### src/rtl/pdm_pkg.sv
// Shared constants and arithmetic helpers for the PDM decimator.
// Used by pdm_window_acc and pdm_decimator (optional macro: PDM_DEC_DISCARD_FIRST_EN).
package pdm_pkg;

    localparam int unsigned PDM_WIN_LOG2_DEF = 6;
    localparam int unsigned PDM_OUT_W_DEF    = 5;

    // One extra bit so a full window of ones (2^win_log2) fits.
    function automatic int unsigned pdm_acc_width(input int unsigned win_log2);
        return win_log2 + 1;
    endfunction

    function automatic int unsigned pdm_sat_scale(input int unsigned count,
                                                  input int unsigned shift,
                                                  input int unsigned out_w);
        int unsigned scaled;
        int unsigned max_val;
        scaled  = count >> shift;
        max_val = (32'd1 << out_w) - 32'd1;
        return (scaled > max_val) ? max_val : scaled;
    endfunction

endpackage

### src/rtl/pdm_window_acc.sv
// Window counter and ones accumulator for the PDM decimator.
// Emits a one-cycle win_done with the final count (including the closing sample).
module pdm_window_acc
    import pdm_pkg::*;
#(
    parameter int unsigned WIN_LOG2 = PDM_WIN_LOG2_DEF
) (
    input  logic              clk,
    input  logic              reset,
    input  logic              pdm_in,
    input  logic              en,
    input  logic              sync,
    output logic              win_done,
    output logic [WIN_LOG2:0] count
);

    localparam int unsigned AW = pdm_acc_width(WIN_LOG2);

    logic [WIN_LOG2-1:0] cnt;
    logic [AW-1:0]       acc;
    logic                last;

    assign last     = (cnt == {WIN_LOG2{1'b1}});
    assign win_done = en && !sync && last;
    assign count    = acc + AW'(pdm_in);

    always_ff @(posedge clk or negedge reset) begin
        if (!reset) begin
            cnt <= '0;
            acc <= '0;
        end else if (sync) begin
            cnt <= '0;
            acc <= '0;
        end else if (en) begin
            if (last) begin
                // Next window starts on the following cycle with no gap.
                cnt <= '0;
                acc <= '0;
            end else begin
                cnt <= cnt + WIN_LOG2'(1);
                acc <= acc + AW'(pdm_in);
            end
        end
    end

endmodule

### src/rtl/pdm_decimator.sv
// PDM-to-PCM decimator: windowed ones count, saturating scale, valid/ready output register.
// Optional macro PDM_DEC_DISCARD_FIRST_EN drops the first window after reset or sync.
module pdm_decimator
    import pdm_pkg::*;
#(
    parameter int unsigned WIN_LOG2 = PDM_WIN_LOG2_DEF,
    parameter int unsigned OUT_W    = PDM_OUT_W_DEF
) (
    input  logic             clk,
    input  logic             reset,
    input  logic             pdm_in,
    input  logic             en,
    input  logic             sync,
    output logic [OUT_W-1:0] pcm_data,
    output logic             pcm_valid,
    input  logic             pcm_ready,
    output logic             overrun
);

    localparam int unsigned SHIFT = WIN_LOG2 - OUT_W;

    logic              win_done;
    logic [WIN_LOG2:0] win_count;
    logic [OUT_W-1:0]  result;
    logic              take;

    pdm_window_acc #(
        .WIN_LOG2(WIN_LOG2)
    ) u_window_acc (
        .clk     (clk),
        .reset   (reset),
        .pdm_in  (pdm_in),
        .en      (en),
        .sync    (sync),
        .win_done(win_done),
        .count   (win_count)
    );

    always_comb begin
        result = OUT_W'(pdm_sat_scale(32'(win_count), SHIFT, OUT_W));
    end

`ifdef PDM_DEC_DISCARD_FIRST_EN
    logic primed;

    always_ff @(posedge clk or negedge reset) begin
        if (!reset) begin
            primed <= 1'b0;
        end else if (sync) begin
            primed <= 1'b0;
        end else if (win_done) begin
            primed <= 1'b1;
        end
    end

    // The settling window neither loads nor counts toward overrun.
    assign take = win_done && primed;
`else
    assign take = win_done;
`endif

    always_ff @(posedge clk or negedge reset) begin
        if (!reset) begin
            pcm_data  <= '0;
            pcm_valid <= 1'b0;
            overrun   <= 1'b0;
        end else begin
            if (sync) begin
                overrun <= 1'b0;
            end
            if (take) begin
                if (!pcm_valid || pcm_ready) begin
                    pcm_data  <= result;
                    pcm_valid <= 1'b1;
                end else begin
                    overrun <= 1'b1;
                end
            end else if (pcm_valid && pcm_ready) begin
                pcm_valid <= 1'b0;
            end
        end
    end

endmodule

### config.mk
export PLATFORM = sky130hd
export DESIGN_NAME = pdm_decimator
export DESIGN_NICKNAME = d
export VERILOG_FILES = /design/src/rtl/pdm_pkg.sv /design/src/rtl/pdm_window_acc.sv /design/src/rtl/pdm_decimator.sv
export SDC_FILE = /design/constraint.sdc
export NUM_CORES = 1
export LEC_CHECK = 0
export CORE_ASPECT_RATIO = 1.4
export CORE_MARGIN = 3
export CORE_UTILIZATION = 45
export DETAILED_ROUTE_END_ITERATION = 8
export PLACE_DENSITY = 0.68
export SYNTH_ARGS = -nofsm -noshare
export SYNTH_HDL_FRONTEND = slang
export SYNTH_SLANG_ARGS = --single-unit
### constraint.sdc
create_clock -name clk -period 5.05 [get_ports clk]
set_input_delay 1.515 -clock clk [delete_from_list [all_inputs] [get_ports clk]]
set_output_delay 1.515 -clock clk [all_outputs]
set_load 0.01 [all_outputs]
==> results by group <==
Route
  – DR vias: 838
  – M1 WL: 927 um
  – Highest metal used: met4
  – TritonRoute pass-1 iters: 4
  – Post-Route WL: 2020 um
  – Wire length per cell: 14.4 um
  – DR iter-0 viols: 29
  – Vias per cell: 5.99
  – Metal2 WL: 1010 um
  – Post-route DRC: 0
  – Antenna-violating nets left: 0
  – Routed wire length on met3: 65 um

Critical path
  – Reg2reg setup slack: 3.19 ns
  – Setup CP Type: primary input to flip-flop
  – CP dominant cell by count: ha_1
  – Crit path largest cell delay: 0.46 ns
  – Crit path max-delay cell type: clkdlybuf4s50_1
  – Crit-path cells: clkdlybuf4s50_1 -> ha_1 -> ha_1 -> and3_1 -> nand3_1 -> a21o_1 -> a31o_2
  – WP buf/inv: 1
  – Worst path required time: 5.24 ns
  – Worst Setup End Kind: flip-flop
  – Worst path arrival time: 3.32 ns
  – CP startpoint kind: primary input
  – Crit path max fanout: 5
  – Top cell family by delay on the critical path: adder cells

Floorplanning
  – Die height: 63.8 um
  – Placeable Area: 2230 um^2
  – Placement Rows: 20
  – Starting Density: 48.3%
  – Die Width: 47.3 um
  – Die area: 3020 um^2
  – IO Pins: 13

GRT
  – Vias in the first global route: 756
  – Initial antenna violation count: 0
  – Global route overflow: 0
  – Largest net degree at the start of global routing: 21
  – Total GRT Usage: 15.4%
  – First-pass GRT wire length: 3510 um

Timing
  – RSZ-0062 raised after global routing: false
  – Final Hold Viols: 0
  – Min Tclk post-route: 3.13 ns
  – Worst Skew: 0.00752 ns
  – Worst hold margin: 0.517 ns
  – Fmax: 0.320 GHz
  – Sum of negative setup slack: 0 ns
  – Slew @ Worst Pin: 0.893 ns
  – Relative slew margins: 40.3%
  – Tcrit/Tclk final: 61.9%
  – Max-slew violation count: 0
  – Final setup violation count: 0

CTS
  – Root Driver: clkbuf_4
  – Worst-skew pair later-pin latency: 0.29 ns
  – CTS Buf Count: 3
  – CTS Hold Bufs: 0
  – CTS resizes: 0
  – CTS tree: yes
  – Clock-pin transition on the worst setup and hold timing paths: 0.10 ns
  – CTS HTree Levels: 1
  – Clk sinks: 20
  – # Post-CTS Setup Buffers: 0
  – Clock Tree Buf Depth: 2

Synthesis
  – Syn Area/Cell: 10.0 um^2
  – Synth Register Bits: 20
  – Syn Nets: 116
  – Cells after Synth: 107
  – Area share of the largest cell type after synthesis: 46.6%
  – Ranking of synthesized cells by area: dfrtp_1 (47%), nor2_1 (4.5%), ha_1 (3.5%)
  – Part of the Yosys area used for sequential elements: 46.6%
  – Mapped cell area: 1070 um^2
  – Yosys cell types: 34
  – Synth area leader: dfrtp_1
  – Yosys warning count: 0

Pwr
  – Pwr Total: 0.000259 W
  – Static Leak: 0.529 nW
  – Worst vdd ir: 0.174 mV
  – PD cells: 211 nW/um^2

Finish
  – Area grow syn2layout: 14.1%
  – Final instance area: 1230 um^2
  – Area of the multi-input gates: 537 um^2
  – Layout cells sized above 1: 11.0%
  – Final nets: 129
  – # fillers: 201
  – # diodes: 0
  – Register Area: 500 um^2

Place
  – Dpl cell area: 1200 um^2
  – Routability cong.: 0.803
  – PortBufs: 12
  – Detail Placement HPWL: 1500 um

Worst hold path
  – Tightest Hold Check Type: flip-flop to flip-flop

Outcome
  – Status: finished, final reports clean

Flow run
  – Max_cap viols: 0
==> worst min-delay path: stages, from the launching register on <==
cell	delay, ns
dfrtp_1	0.36
a31oi_1	0.04
nor2_1	0.08
==> cell type report <==
cell class | count | area share (%)
inverter | 5 | 1.53
clock buffer | 3 | 1.84
sequential | 20 | 40.8
multi-input combinational | 78 | 43.8
tap | 22 | 2.24
timing repair buffer | 12 | 9.80
==> cells in the final DEF, fill, tap and decap left out, drive strengths merged, types with 2 or more instances in the layout <==
cell and n:
inv 5, a2bb2oi 2, clkdlybuf4s50 12, nor4 2
clkbuf 3, a31oi 4, a31o 4, dfrtp 20
xor2 4, mux2 2, ha 3, xnor2 3
a21oi 3, o21ai 6, and3 2, mux2i 2
nand3 7, nand2 7, nand4 2, nor2 13
nor4b 3
==> cell families after synthesis <==
logic type | share of synthesized area [%]
compound gates | 14.6
xor+xnor | 5.70
fa+ha+maj | 3.49
buf+inv | 3.49
flops | 46.6
mux | 4.31
simple gates | 21.9
==> registers in the layout, indices dropped and copies added, names as in the netlist <==
signal	flops
u_window_acc.cnt	6
overrun	1
pcm_valid	1
pcm_data	5
u_window_acc.acc	7
==> where the power goes <==
part | internal [W] | switching [W] | leakage [nW] | total (W)
Sequential | 0.000162 | 0.00000262 | 0.272 | 0.000165
Combinational | 0.00000778 | 0.0000122 | 0.243 | 0.0000199
Clock | 0.0000277 | 0.0000465 | 0.0138 | 0.0000742
Total | 0.000198 | 0.0000612 | 0.529 | 0.000259
==> per-stage QoR <==
stage / setup slack (ns) / util (%) / cells
finish: 1.92 / 55.1 / 140
global placement: 1.62 / 54.0 / 137
detailed placement: 1.61 / 54.0 / 137
global route: 1.83 / 55.1 / 140
CTS: 1.92 / 55.1 / 140
floorplan: 2.25 / - / 107
==> metal layers <==
layer | vias up | global-route usage (%)
met1 | 408 | 21.4
met3 | 4 | 2.54
met2 | 19 | 24.0
li1 | 407 | -
met5 | - | 0
met4 | 0 | 4.15
==> synthesized netlist by cell type (all sizes together) <==
master and number:
o21ai 6, or2 1, and2 1, a21o 1, and3 2, xnor2 3, nand2 7, nor2b 1
nor4 2, xor2 4, a31oi 4, buf 1, o311ai 1, a2bb2oi 2, nor4b 3, inv 5
a21oi 3, or3 1, nand4 2, mux2i 2, a41oi 1, dfrtp 20, nor2 13, clkbuf 3
a311oi 1, ha 3, nand3 7, a31o 4, mux2 2, nor3 1
==> worst paths after layout <==
check / startpoint / endpoint / cells after the start
max in group asynchronous: reset / u_window_acc.cnt[2] / 1
max reg2reg: u_window_acc.cnt[0] / u_window_acc.acc[5] / 5
min: overrun / overrun / 2
min reg2reg: overrun / overrun / 2
min in group asynchronous: reset / u_window_acc.acc[5] / 1
max: pdm_in / u_window_acc.acc[6] / 7
Note: power is estimated with default switching activity, not from simulation.
==> RTL change, RTL diff (config.mk and constraints unchanged) <==
`PDM_OUT_W_DEF`: 5 -> 6.
--- a/src/rtl/pdm_pkg.sv
+++ b/src/rtl/pdm_pkg.sv
@@ -4,5 +4,5 @@
 
     localparam int unsigned PDM_WIN_LOG2_DEF = 6;
-    localparam int unsigned PDM_OUT_W_DEF    = 5;
+    localparam int unsigned PDM_OUT_W_DEF    = 6;
 
     // One extra bit so a full window of ones (2^win_log2) fits.
Interface: changed (resized pcm_data); port bits go from 13 to 14. The function was not compared with the original's and may differ.
==> RTL change against the unedited design <==
  * Setup slack got worse by 0.015 ns
  * Synthesized area increased by 3.7%
  * Wire length increased by 4.6%
  * Design area increased by 3.9%
  * Non-clock buffer count increased by 1
  * Global-route usage increased by 1.1 points
  * Sequential cell count increased by 1
  * Core utilization increased by 1.5 points
  * Power increased by 4.9%
  * Count of clock-buffer cells in the layout unchanged
  * Hold slack got worse by 0.0023 ns
  * Critical path type unchanged
  * Largest cell class unchanged
  * Largest power group unchanged
  * Highest routed layer unchanged
==> RTL change: results (changes against the unedited design) <==
<table>
<tr><th>Metric</th><th>Value</th></tr>
<tr><th colspan="2">Status</th></tr>
<tr><td>Outcome</td><td>finished clean</td></tr>
<tr><th colspan="2">Yosys</th></tr>
<tr><td>Gate count of the mapped netlist</td><td>111 (+3.7%)</td></tr>
<tr><td>Yosys reg bits</td><td>21 (+5.0%)</td></tr>
<tr><td>Post-synth cell types</td><td>32 (-5.9%)</td></tr>
<tr><td>Leading cell types by count after synthesis</td><td>sky130_fd_sc_hd__dfrtp_1, sky130_fd_sc_hd__nor2_1, sky130_fd_sc_hd__a21oi_1</td></tr>
<tr><th colspan="2">Final layout</th></tr>
<tr><td>Fraction of area in clock buffers and inverters</td><td>0.0216 (+0.00324)</td></tr>
<tr><td>Total Nets Final</td><td>134 (+3.9%)</td></tr>
<tr><td>Largest registers</td><td>u_window_acc.acc (7), pcm_data (6), u_window_acc.cnt (6)</td></tr>
<tr><td>Number of ordinary and repair buffers in the finished layout</td><td>13 (+1)</td></tr>
<tr><td>Multi-input combinational cell area</td><td>541 µm² (+0.70%)</td></tr>
<tr><td>FILL cells</td><td>199 (-1.0%)</td></tr>
<tr><td>Sequential cell area in the final layout</td><td>526 µm² (+5.0%)</td></tr>
<tr><th colspan="2">Pwr</th></tr>
<tr><td>Cell Pwr Density</td><td>213 mW/mm² (+0.94%)</td></tr>
<tr><td>Worst supply voltage drop on vdd</td><td>0.134 mV (-23%)</td></tr>
<tr><th colspan="2">Timing</th></tr>
<tr><td>Clk_skew</td><td>0.00737 ns (-0.000155 ns)</td></tr>
<tr><td>Slew HR</td><td>0.388 (-0.0152)</td></tr>
<tr><th colspan="2">Worst setup path</th></tr>
<tr><td>Start point of the critical path</td><td>en</td></tr>
<tr><td>Depth of the worst register-to-register path</td><td>4 (-1)</td></tr>
<tr><td>CP max stage delay</td><td>0.75 ns (+0.29 ns)</td></tr>
<tr><td>Last element of the critical path</td><td>pcm_data[5]$_DFFE_PN0P_</td></tr>
<tr><th colspan="2">Placed design</th></tr>
<tr><td>Area after detailed placement</td><td>0.00125 mm² (+3.5%)</td></tr>
<tr><th colspan="2">Global route</th></tr>
<tr><td>Pin count of the biggest net entering global routing</td><td>22 (+4.8%)</td></tr>
<tr><td>Tot GR Track Use</td><td>0.165 (+0.0115)</td></tr>
<tr><td>Global-route wire length before repair</td><td>3800 µm (+8.3%)</td></tr>
<tr><th colspan="2">Route</th></tr>
<tr><td>Vias</td><td>887 (+5.8%)</td></tr>
<tr><td>Number of DRC markers in iteration 0</td><td>31 (+6.9%)</td></tr>
</table>
[RTL change: cell count changes after synthesis, sizes merged, moves of 2 or more]
cell | unedited run | this run
xor2 | 4 | 2
a21oi | 3 | 9
xnor2 | 3 | 5
a2bb2oi | 2 | 0
nand3 | 7 | 4
a31oi | 4 | 6
mux2i | 2 | 0
[RTL change: layer usage]
metal  vias up  track usage  wire (µm)
met5         -            0          0
met4         0       0.0842         66
met3         8       0.0250         67
met2        18        0.260       1090
met1       433        0.209        888
li1        428            -          -
[RTL change: cells by family after synthesis]
logic type | after synthesis | synth area share
AOI/OAI and AO/OA | 29 | 0.163
xor gates and xnor gates | 7 | 0.0550
adders and majority gates | 3 | 0.0337
buffers and inverters | 10 | 0.0438
DFF | 21 | 0.471
muxes | 2 | 0.0202
and+or+nand+nor | 39 | 0.213
[RTL change: report_power, final]
part	switching, mW	internal (mW)
combinational	0.0127	0.00758
clock	0.0494	0.0296
sequential	0.00212	0.170
total	0.0642	0.207
